`src/rtl/multi_cycle_control.sv`:
```
// multi_cycle_control: control FSM for a multi-cycle MIPS-style datapath.
//
// Ports:
//   clk, reset          : clock and synchronous active-high reset
//   OpCode, Funct       : instruction fields. OpCode must be stable from DECODE onward.
//   PCWrite, PCWriteCond, IorD, MemRead, MemWrite, IRWrite, RegWrite
//                       : datapath enables and selects
//   MemtoReg, RegDst, ALUSrcA, ALUSrcB, PCSource
//                       : datapath mux selects
//   ALUOp, ExtOp, LuOp  : ALU and immediate control
//   Exception           : load the trap vector into PC
//   InstrDone           : one-cycle pulse in the last cycle of each instruction
//   State               : current state encoding, for debug
//
// Build option: ILLEGAL_OP_TRAP_EN
//   Defined: an unknown opcode goes through TRAP, which raises Exception.
//   Undefined: DECODE retires an unknown opcode and returns to FETCH. Exception stays 0.
module multi_cycle_control (
  input  logic       clk,
  input  logic       reset,
  input  logic [5:0] OpCode,
  input  logic [5:0] Funct,
  output logic       PCWrite,
  output logic       PCWriteCond,
  output logic       IorD,
  output logic       MemRead,
  output logic       MemWrite,
  output logic       IRWrite,
  output logic [1:0] MemtoReg,
  output logic [1:0] RegDst,
  output logic       RegWrite,
  output logic [1:0] ALUSrcA,
  output logic [1:0] ALUSrcB,
  output logic [3:0] ALUOp,
  output logic       ExtOp,
  output logic       LuOp,
  output logic [1:0] PCSource,
  output logic       Exception,
  output logic       InstrDone,
  output logic [3:0] State
);

  typedef enum logic [3:0] {
    StFetch  = 4'd0,
    StDecode = 4'd1,
    StMemAdr = 4'd2,
    StMemRd  = 4'd3,
    StMemWb  = 4'd4,
    StMemWr  = 4'd5,
    StExecR  = 4'd6,
    StExecI  = 4'd7,
    StAluWb  = 4'd8,
    StBranch = 4'd9,
    StJump   = 4'd10,
    StTrap   = 4'd11
  } state_e;

  state_e r_state;
  state_e w_next_state;

  // Instruction classification
  logic w_is_lw, w_is_sw, w_is_r, w_is_rjump, w_is_imm, w_is_beq, w_is_j, w_shift;
  assign w_is_lw    = (OpCode == 6'h23);
  assign w_is_sw    = (OpCode == 6'h2b);
  assign w_is_r     = (OpCode == 6'h00);
  assign w_is_rjump = w_is_r && ((Funct == 6'h08) || (Funct == 6'h09));
  assign w_is_imm   = (OpCode == 6'h08) || (OpCode == 6'h09) || (OpCode == 6'h0c) ||
                      (OpCode == 6'h0a) || (OpCode == 6'h0b) || (OpCode == 6'h0f);
  assign w_is_beq   = (OpCode == 6'h04);
  assign w_is_j     = (OpCode == 6'h02) || (OpCode == 6'h03);
  // sll/srl/sra take the shift amount on ALU input A
  assign w_shift    = (Funct == 6'h00) || (Funct == 6'h02) || (Funct == 6'h03);

  // ALU controls for the execute step. ALUWB re-drives these so the result stays valid.
  logic [1:0] w_exec_src_a, w_exec_src_b;
  logic [2:0] w_exec_alu_lo;
  logic       w_exec_ext, w_exec_lu;
  assign w_exec_src_a  = (w_is_r && w_shift) ? 2'b10 : 2'b01;
  assign w_exec_src_b  = w_is_r ? 2'b00 : 2'b10;
  assign w_exec_alu_lo = w_is_r                                    ? 3'b010 :
                         (OpCode == 6'h0c)                         ? 3'b100 :
                         ((OpCode == 6'h0a) || (OpCode == 6'h0b))  ? 3'b101 : 3'b000;
  assign w_exec_ext    = !w_is_r && (OpCode != 6'h0c);
  assign w_exec_lu     = !w_is_r && (OpCode == 6'h0f);

  always_ff @(posedge clk) begin
    if (reset) r_state <= StFetch;
    else       r_state <= w_next_state;
  end

  assign State = r_state;

  always_comb begin
    w_next_state = StFetch;
    PCWrite      = 1'b0;
    PCWriteCond  = 1'b0;
    IorD         = 1'b0;
    MemRead      = 1'b0;
    MemWrite     = 1'b0;
    IRWrite      = 1'b0;
    MemtoReg     = 2'b00;
    RegDst       = 2'b00;
    RegWrite     = 1'b0;
    ALUSrcA      = 2'b00;
    ALUSrcB      = 2'b00;
    // Outside FETCH/DECODE, ALUOp[3] carries OpCode[0] (the unsigned/variant bit)
    ALUOp        = {OpCode[0], 3'b000};
    ExtOp        = 1'b0;
    LuOp         = 1'b0;
    PCSource     = 2'b00;
    Exception    = 1'b0;
    InstrDone    = 1'b0;

    case (r_state)
      StFetch: begin
        MemRead      = 1'b1;
        IRWrite      = 1'b1;
        PCWrite      = 1'b1;
        ALUSrcB      = 2'b01;
        ALUOp        = 4'b0000;
        w_next_state = StDecode;
      end
      StDecode: begin
        // Precompute the branch target into ALUOut
        ALUSrcB = 2'b11;
        ALUOp   = 4'b0000;
        if (w_is_lw || w_is_sw)           w_next_state = StMemAdr;
        else if (w_is_rjump || w_is_j)    w_next_state = StJump;
        else if (w_is_r)                  w_next_state = StExecR;
        else if (w_is_imm)                w_next_state = StExecI;
        else if (w_is_beq)                w_next_state = StBranch;
        else begin
`ifdef ILLEGAL_OP_TRAP_EN
          w_next_state = StTrap;
`else
          InstrDone    = 1'b1;
          w_next_state = StFetch;
`endif
        end
      end
      StMemAdr: begin
        ALUSrcA      = 2'b01;
        ALUSrcB      = 2'b10;
        ExtOp        = 1'b1;
        w_next_state = w_is_lw ? StMemRd : StMemWr;
      end
      StMemRd: begin
        MemRead      = 1'b1;
        IorD         = 1'b1;
        w_next_state = StMemWb;
      end
      StMemWb: begin
        RegWrite  = 1'b1;
        MemtoReg  = 2'b01;
        InstrDone = 1'b1;
      end
      StMemWr: begin
        MemWrite  = 1'b1;
        IorD      = 1'b1;
        InstrDone = 1'b1;
      end
      StExecR, StExecI: begin
        ALUSrcA      = w_exec_src_a;
        ALUSrcB      = w_exec_src_b;
        ALUOp        = {OpCode[0], w_exec_alu_lo};
        ExtOp        = w_exec_ext;
        LuOp         = w_exec_lu;
        w_next_state = StAluWb;
      end
      StAluWb: begin
        ALUSrcA   = w_exec_src_a;
        ALUSrcB   = w_exec_src_b;
        ALUOp     = {OpCode[0], w_exec_alu_lo};
        ExtOp     = w_exec_ext;
        LuOp      = w_exec_lu;
        RegWrite  = 1'b1;
        RegDst    = w_is_r ? 2'b01 : 2'b00;
        InstrDone = 1'b1;
      end
      StBranch: begin
        PCWriteCond = 1'b1;
        ALUSrcA     = 2'b01;
        ALUOp       = {OpCode[0], 3'b001};
        PCSource    = 2'b01;
        InstrDone   = 1'b1;
      end
      StJump: begin
        PCWrite   = 1'b1;
        InstrDone = 1'b1;
        if (w_is_r) begin
          PCSource = 2'b11;
          if (Funct == 6'h09) begin
            RegWrite = 1'b1;
            RegDst   = 2'b01;
            MemtoReg = 2'b10;
          end
        end else begin
          PCSource = 2'b10;
          if (OpCode == 6'h03) begin
            RegWrite = 1'b1;
            RegDst   = 2'b10;
            MemtoReg = 2'b10;
          end
        end
      end
`ifdef ILLEGAL_OP_TRAP_EN
      StTrap: begin
        Exception = 1'b1;
        PCWrite   = 1'b1;
        InstrDone = 1'b1;
      end
`endif
      default: w_next_state = StFetch;
    endcase

    // Suppress every side effect while reset is held, even mid-instruction
    if (reset) begin
      w_next_state = StFetch;
      PCWrite      = 1'b0;
      PCWriteCond  = 1'b0;
      MemWrite     = 1'b0;
      IRWrite      = 1'b0;
      RegWrite     = 1'b0;
      MemRead      = 1'b0;
      Exception    = 1'b0;
      InstrDone    = 1'b0;
    end
  end

endmodule
```
`config.mk`:
```
export PLATFORM = sky130hd
export DESIGN_NAME = multi_cycle_control
export DESIGN_NICKNAME = d
export VERILOG_FILES = /design/src/rtl/multi_cycle_control.sv
export SDC_FILE = /design/constraint.sdc
export NUM_CORES = 1
export LEC_CHECK = 0
export CELL_PAD_IN_SITES_DETAIL_PLACEMENT = 0
export CELL_PAD_IN_SITES_GLOBAL_PLACEMENT = 1
export CORE_ASPECT_RATIO = 1.75
export CORE_MARGIN = 1
export CORE_UTILIZATION = 24
export DETAILED_ROUTE_END_ITERATION = 8
export PLACE_DENSITY_LB_ADDON = 0.1
export SYNTH_ARGS = -nofsm -noshare
export SYNTH_HDL_FRONTEND = slang
export SYNTH_SLANG_ARGS = --single-unit
```
`constraint.sdc`:
```
create_clock -name clk -period 2.91 [get_ports clk]
set_clock_uncertainty 0.2 [all_clocks]
set_input_delay 0.582 -clock clk [delete_from_list [all_inputs] [get_ports clk]]
set_output_delay 0.582 -clock clk [all_outputs]
set_load 0.03 [all_outputs]
```
# == Word-level counts from Yosys, hierarchy flattened ==
# Index checks and enable logic that the tools add are counted.
# word_totals
output_inout_bits,29
elab_cells,106
regBits,4
inputBits,14
# classes
n_eq_ne,26
reduce_logical,29
muxes,50
# ops
cell,count
"== test 6 x 4 -> 1 bit, second input constant",8
two-way mux 1 bit,25
"== test 6 x 2 -> 1 bit, second input constant",4
two-way mux 4 bit,5
case mux 4 bit (5 select lines),1
"== test 4 x 3 -> 1 bit, second input constant",4
case mux 2 bit (2 select lines),4
OR reduction 2 bit,7
"== test 4 bit, second input constant",3
"== test 6 bit, second input constant",2
zero test 6 bit,2
logical OR 1 bit,12
two-way mux 2 bit,6
two-way mux 3 bit,4
case mux 4 bit (3 select lines),1
"== test 4 x 2 -> 1 bit, second input constant",2
case mux 2 bit (4 select lines),1
"== test 6 x 3 -> 1 bit, second input constant",1
"inequality test 6 x 4 -> 1 bit, second input constant",1
case mux 1 bit (2 select lines),3
OR reduction 5 bit,1
"== test 4 x 1 -> 1 bit, second input constant",1
logical AND 1 bit,4
zero test 4 bit,1
2 further kinds,2

# == Depth between registers and ports, before layout ==
# Gate-level depths: netlist of run 1.
# logic_depth
word_depth,12
ltp_mapped,6
ltp_nobuf,4

# == Least setup slack after synthesis of run 1 ==
# Ideal clock, no wire load.
# synth_timing
path_kind,input to output
start,input port OpCode[3]
end,output port RegDst[0]
arrival_time_ns,2.697
stages,4
t_required_ns,2.128
slack_ns,-0.569
path_buffers,1
path_cell_list,clkbuf_1 nor4_1 nand2_1 a2111oi_0
# synth_via
elab_chain_len,3
elab_cells_between_ends,4
cone_classes,mux (3); reduce/logical (1)
# synth_rtl
element,line,text
from (decl),21,"input logic [5:0] OpCode,"
zero test 6 bit (*),65,assign w_is_r = (OpCode == 6'h00);
two-way mux 2 bit / two-way mux 1 bit (equally long branches),"190, 177",
case mux 2 bit (2 select lines) (*),114,case (r_state)
to (decl),30,"output logic [1:0] RegDst,"
# Mark *: on every way between the ends. The rest lies on a longest branch, timed or not.

# == Worst setup path in the final report of run 1 ==
# layout_timing
start,input port Funct[0]
end,output port RegDst[0]
# layout_via
elab_chain_len,4
# layout_rtl
element,line,text
from (decl),22,"input logic [5:0] Funct,"
== test 6 x 4 -> 1 bit,192,if (Funct == 6'h09) begin
two-way mux 1 bit,192,
two-way mux 2 bit,190,if (w_is_r) begin
case mux 2 bit (2 select lines),114,
# Every way passes these cells.

==> results.sh, run 1 <==
export IMPL_status="finished with violations"
export IMPL_violations="DRC"
export IMPL_synth_most_common_cell="nor2_1"
export IMPL_endpoint_kind="output pin"
export IMPL_die_height_um=74.7
export IMPL_synthSimpleGateAreaFrac=0.482
export IMPL_p_int_uw=224
export IMPL_worstSetupPathType="in2out"
export IMPL_clk_root_buffer_cell="clkbuf_8"
export IMPL_drt_total_wl_um=3010
export IMPL_synthesis_area_sq_um=724
export IMPL_synth_top_area_frac=0.111
export IMPL_ios=43
export IMPL_vdd_drop_max_uv=120
export IMPL_synth_compound_area_frac=0.311
export IMPL_core_area_sq_um=2900
export IMPL_startpoint_type="input pin"
export IMPL_drv_slew=0
export IMPL_die_w_um=43.5
export IMPL_timing_fmax_mhz=358
export IMPL_rows=26
export IMPL_track_usage=0.194
export IMPL_drc=4
export IMPL_setup_viol=0
export IMPL_grt_max_degree=14
export IMPL_synthToLayoutAreaGrowth_pct=97.9
export IMPL_antenna_found_initial=0
export IMPL_syn_nets=128
export IMPL_clk_pin_slew_ns=0.03
export IMPL_synth_ff_type="dfxtp_1"
export IMPL_tns_ns=0
export IMPL_stdcell_area_sq_um=1430
export IMPL_p_seq_frac=0.176
export IMPL_vias=1113
export IMPL_synthArstFlopShare=0
export IMPL_place_area_sq_um=1340
export IMPL_p_leak_nw=0.599
export IMPL_grt_pass1_wl_um=4820
export IMPL_maxCapViolations=0
export IMPL_muxShareOfSynthArea=0
export IMPL_power_frac_clock=0.334
export IMPL_ys_seq_elements=4
export IMPL_seq_area_frac_synth=0.111
export IMPL_min_period_ns=2.79
export IMPL_firstDrtPassIters=8
export IMPL_switching_power_uw=123
export IMPL_period_share=0.959
export IMPL_diodes=0
export IMPL_antenna_left=0
export IMPL_yosys_area_share_adder=0
export IMPL_fin_util=0.495
export IMPL_grt_pass1_vias=1080
export IMPL_place_congestion=0.808
export IMPL_dp_cells=205
export IMPL_die_area_sq_um=3250
export IMPL_synth_edf_count=0
export IMPL_portBuffers=41
export IMPL_cp_max_fo=3
export IMPL_p_sw_frac=0.353
export IMPL_clock_sinks=4
export IMPL_drive_above_1_share=0.381
export IMPL_yosysWarningCount=0
export IMPL_post_drt_wl_per_cell_um=14.4
export IMPL_cts_buffers=3
export IMPL_synth_cell_types=42
export IMPL_drt_iter0_drc=33
export IMPL_initial_core_util=0.250
export IMPL_rsz0062_at_grt="no"
export IMPL_cp_required_ns=2.13
export IMPL_hold_path_class="reg2reg"
export IMPL_clockBufferDepth=2
export IMPL_synth_xor_area_frac=0.0242
export IMPL_hold_viol=0
export IMPL_yosysTopAreaCell="dfxtp_1"
export IMPL_via_per_inst=5.33
export IMPL_powerDensity_nw_per_um2=242
export IMPL_final_cells=209
export IMPL_synth_area_per_cell_sq_um=6.35
export IMPL_pwr_share_comb=0.489
export IMPL_num_nets_final=197
export IMPL_largest_reg_flops=4
export IMPL_synth_commonest_cells="16 x nor2_1, 9 x nand2b_1, 9 x nor3_1, 8 x a21oi_1, 8 x clkbuf_1"
export IMPL_dp_hpwl_um=2480
export IMPL_yosys_top_cells_area="dfxtp_1 11%, nor2_1 8.3%, nand2b_1 7.8%, nor3_1 6.2%, a21oi_1 5.5%"
export IMPL_worst_endpoint_arrival_ns=2.01
export IMPL_clk_latency_ns=0.22
export IMPL_overflow=0
export IMPL_power_total_uw=347
export IMPL_cts_tree="yes"
export IMPL_h_tree_depth=1
export IMPL_synth_top_family_by_area="simple AND/OR/NAND/NOR gates"
export IMPL_netlist_instances=114
[critical path, stage by stage]
cell             delay (ns)
clkdlybuf4s50_1        0.46
nor2b_4                0.16
buf_4                  0.14
nand3_1                0.09
a2111oi_2              0.36
buf_4                  0.22
[path summary, 6_finish.rpt]
path                            depth (start not counted)        end  startpoint  slack, ns
worst min-delay path                                    2   State[3]    State[2]       0.53
worst max register to register                          5   State[2]    State[1]       0.99
worst max-delay path                                    6  RegDst[0]    Funct[0]       0.12
worst min register to register                          2   State[3]    State[2]       0.53
[per-layer routing]
metal	global-route usage	wire length (um)
met5	0	0
met4	0.0833	53
met3	0.0240	93
met2	0.360	1700
met1	0.217	1160
[logic make-up (layout without fill, tap and decap cells)]
| kind of cell | after synthesis | after routing |
|---|---|---|
| buf+inv | 12 | 79 |
| flops | 4 | 4 |
| compound gates | 32 | 32 |
| xor+xnor | 2 | 2 |
| other cells | 1 | 1 |
| simple gates | 63 | 63 |
[final cells by class]
cell class / count / area [sq um]
Tap cell: 28 / 35.0
Timing Repair Buffer: 73 / 603
Multi-Input combinational cell: 98 / 663
Inverter: 3 / 11.3
Clock buffer: 3 / 41.3
Fill cell: 309 / 1460
Sequential cell: 4 / 80.1
[power by group through the flow]
stage	sequential (mW)	clock (mW)	combinational, mW
6_report	0.0611	0.116	0.170
5_1_grt	0.0614	0.123	0.181
4_1_cts	0.0612	0.117	0.165
3_5_place_dp	0.0619	0	0.164
3_3_place_gp	0.0620	0	0.163
2_1_floorplan	0.0648	0	0.0750
[per-stage QoR]
| stage | hold WS [ns] | setup WS [ns] |
|---|---|---|
| detailed placement | 0.526 | -0.710 |
| floorplan | 0.496 | 0.144 |
| global route | 0.557 | 0.00709 |
| finish | 0.527 | 0.119 |
| CTS | 0.542 | 0.00326 |
| global placement | 0.522 | -0.687 |
[cell usage in the layout, fill, tap and decap left out, types with 2 or more instances in the layout]
master           count
nand3_1              6
nor2_1              15
clkdlybuf4s50_1     17
nor3_1               7
dlymetal6s2s_1       2
a21oi_1              8
dfxtp_1              4
o31a_1               2
nand3b_1             2
xnor2_1              2
o311ai_0             2
nor3b_1              3
clkbuf_8             3
or3_1                2
buf_2                2
nor3_2               2
nor2b_1              3
a211oi_1             2
buf_4               49
inv_1                3
nand2b_1             9
o22ai_1              3
[timing repair]
item	CTS	global route
gates resized for setup	28	11
setup buffers	0	1
hold buffers	0	0
pin swaps	4	6
gates cloned	0	0
endpoints found under the setup margin	10	7
(Power assumes the default switching activity.)
==> run 2: changes to the inputs <==
- CORE_MARGIN: 1 -> 1.5
==> results.sh, run 2 (synthesis gave the netlist of run 1 again) <==
export IMPL_clk_root_buffer_cell="clkbuf_8"
export IMPL_initial_core_util=0.250
export IMPL_endpoint_kind="output pin"
export IMPL_startpoint_type="input pin"
export IMPL_place_area_sq_um=1320
export IMPL_antenna_left=0
export IMPL_cts_hold_buf=0
export IMPL_largest_reg_flops=4
export IMPL_layout_common_cells="46 x buf_4, 16 x clkdlybuf4s50_1, 15 x nor2_1"
export IMPL_ios=43
export IMPL_hold_path_class="reg2reg"
export IMPL_hold_depth=2
export IMPL_clockBufferDepth=2
export IMPL_rrSetupSlack_ns=1.10
export IMPL_worstSetupPathType="in2out"
export IMPL_clk_pin_slew_ns=0.03
export IMPL_cts_buffers=3
export IMPL_min_period_ns=2.82
export IMPL_cp_required_ns=2.13
export IMPL_num_nets_final=195
export IMPL_r2r_cells=5
export IMPL_die_w_um=44.5
export IMPL_die_height_um=75.7
export IMPL_cts_tree="yes"
export IMPL_die_area_sq_um=3370
export IMPL_maxCapViolations=0
export IMPL_rows=26
export IMPL_post_drt_wl_per_cell_um=14.7
export IMPL_setup_slack_ns=0.0879
export IMPL_timing_rr_start="State[0]"
export IMPL_powerDensity_nw_per_um2=240
export IMPL_met2_length_um=1700
export IMPL_hold_end="State[2]"
export IMPL_r2r_end="State[2]"
export IMPL_hold_viol=0
export IMPL_firstDrtPassIters=7
export IMPL_grt_pass1_wl_um=4920
export IMPL_via_per_inst=5.54
export IMPL_setup_viol=0
export IMPL_grt_max_degree=14
export IMPL_synthToLayoutAreaGrowth_pct=98.4
export IMPL_vdd_drop_max_uv=143
export IMPL_cp_max_fo=3
export IMPL_track_usage=0.193
export IMPL_core_area_sq_um=2900
export IMPL_clock_sinks=4
export IMPL_post_place_ws_ns=-0.743
export IMPL_antenna_found_initial=0
export IMPL_layout_commonest_cell="buf_4"
export IMPL_drive_above_1_share=0.369
export IMPL_drv_slew=0
export IMPL_hp_start="State[1]"
export IMPL_routed_top_layer="met4"
export IMPL_h_tree_depth=1
export IMPL_overflow=0
export IMPL_vias=1146
export IMPL_drc=1
export IMPL_portBuffers=41
export IMPL_dp_hpwl_um=2560
export IMPL_drt_total_wl_um=3040
export IMPL_timing_fmax_mhz=354
export IMPL_clk_latency_ns=0.22
export IMPL_diodes=0
export IMPL_grt_pass1_vias=1157
export IMPL_status="finished with violations"
export IMPL_wl_met3_um=115
export IMPL_p_leak_nw=0.611
export IMPL_drt_iter0_drc=29
export IMPL_worst_endpoint_arrival_ns=2.04
export IMPL_rsz0062_at_grt="yes"
export IMPL_stdcell_area_sq_um=1440
export IMPL_period_share=0.970
export IMPL_drt_met1_wl_um=1150
export IMPL_violations="DRC"
export IMPL_place_congestion=0.934
==> run 2: critical path, stage by stage <==
cell and delay (ns):
clkdlybuf4s15_1 0.18, or4_4 0.52, nor3_2 0.11, buf_4 0.15
o21ai_2 0.05, a221o_1 0.31, buf_6 0.14
==> run 2: worst max-delay path by stage <==
stage	slack [ns]	end	start	depth (start not counted)
global route	-0.02	ALUSrcA[0]	OpCode[3]	7
CTS	0.003	ALUSrcB[1]	OpCode[2]	7
finish	0.09	ALUSrcB[1]	OpCode[2]	7
detailed placement	-0.74	ALUSrcA[0]	OpCode[3]	7
floorplan	0.14	MemtoReg[1]	State[1]	4
global placement	-0.70	ALUSrcA[0]	OpCode[3]	7
==> run 2: area by class of cell <==
type / instances / area (sq um)
sequential: 4 / 80.1
multi-input combinational: 98 / 677
tap: 28 / 35.0
clock buffer: 3 / 41.3
timing repair buffer: 71 / 593
fill: 318 / 1460
inverter: 3 / 11.3
==> run 2: power by group <==
| part | leakage (nW) | internal [mW] | switching, mW |
|---|---|---|---|
| Sequential | 0.0326 | 0.0575 | 0.00332 |
| Clock | 0.0216 | 0.0882 | 0.0289 |
| Combinational | 0.557 | 0.0766 | 0.0910 |
| Total | 0.611 | 0.222 | 0.123 |
==> run 2: metrics by stage <==
| step | total power [mW] | utilization | std cells | setup TNS, ns | hold WS [ns] |
|---|---|---|---|---|---|
| 5_1_grt | 0.364 | 0.497 | 207 | -0.0245 | 0.520 |
| 3_3_place_gp | 0.223 | 0.457 | 203 | -1.75 | 0.438 |
| 4_1_cts | 0.343 | 0.488 | 207 | 0 | 0.448 |
| 6_report | 0.346 | 0.497 | 207 | 0 | 0.462 |
| 2_1_floorplan | 0.140 | - | 114 | 0 | 0.496 |
| 3_5_place_dp | 0.224 | 0.457 | 203 | -1.86 | 0.443 |
==> run 2: timing repair <==
item	4_1_cts	5_1_grt
resized for setup	30	8
endpoints found under the setup margin	10	6
gates cloned	0	0
pin swaps	4	7
buffers inserted	1	0
==> run 2: routing by layer <==
metal / vias to the layer above / track usage
met5: - / 0
met4: 0 / 0.0774
met3: 4 / 0.0166
met2: 43 / 0.380
met1: 542 / 0.198
li1: 557 / -
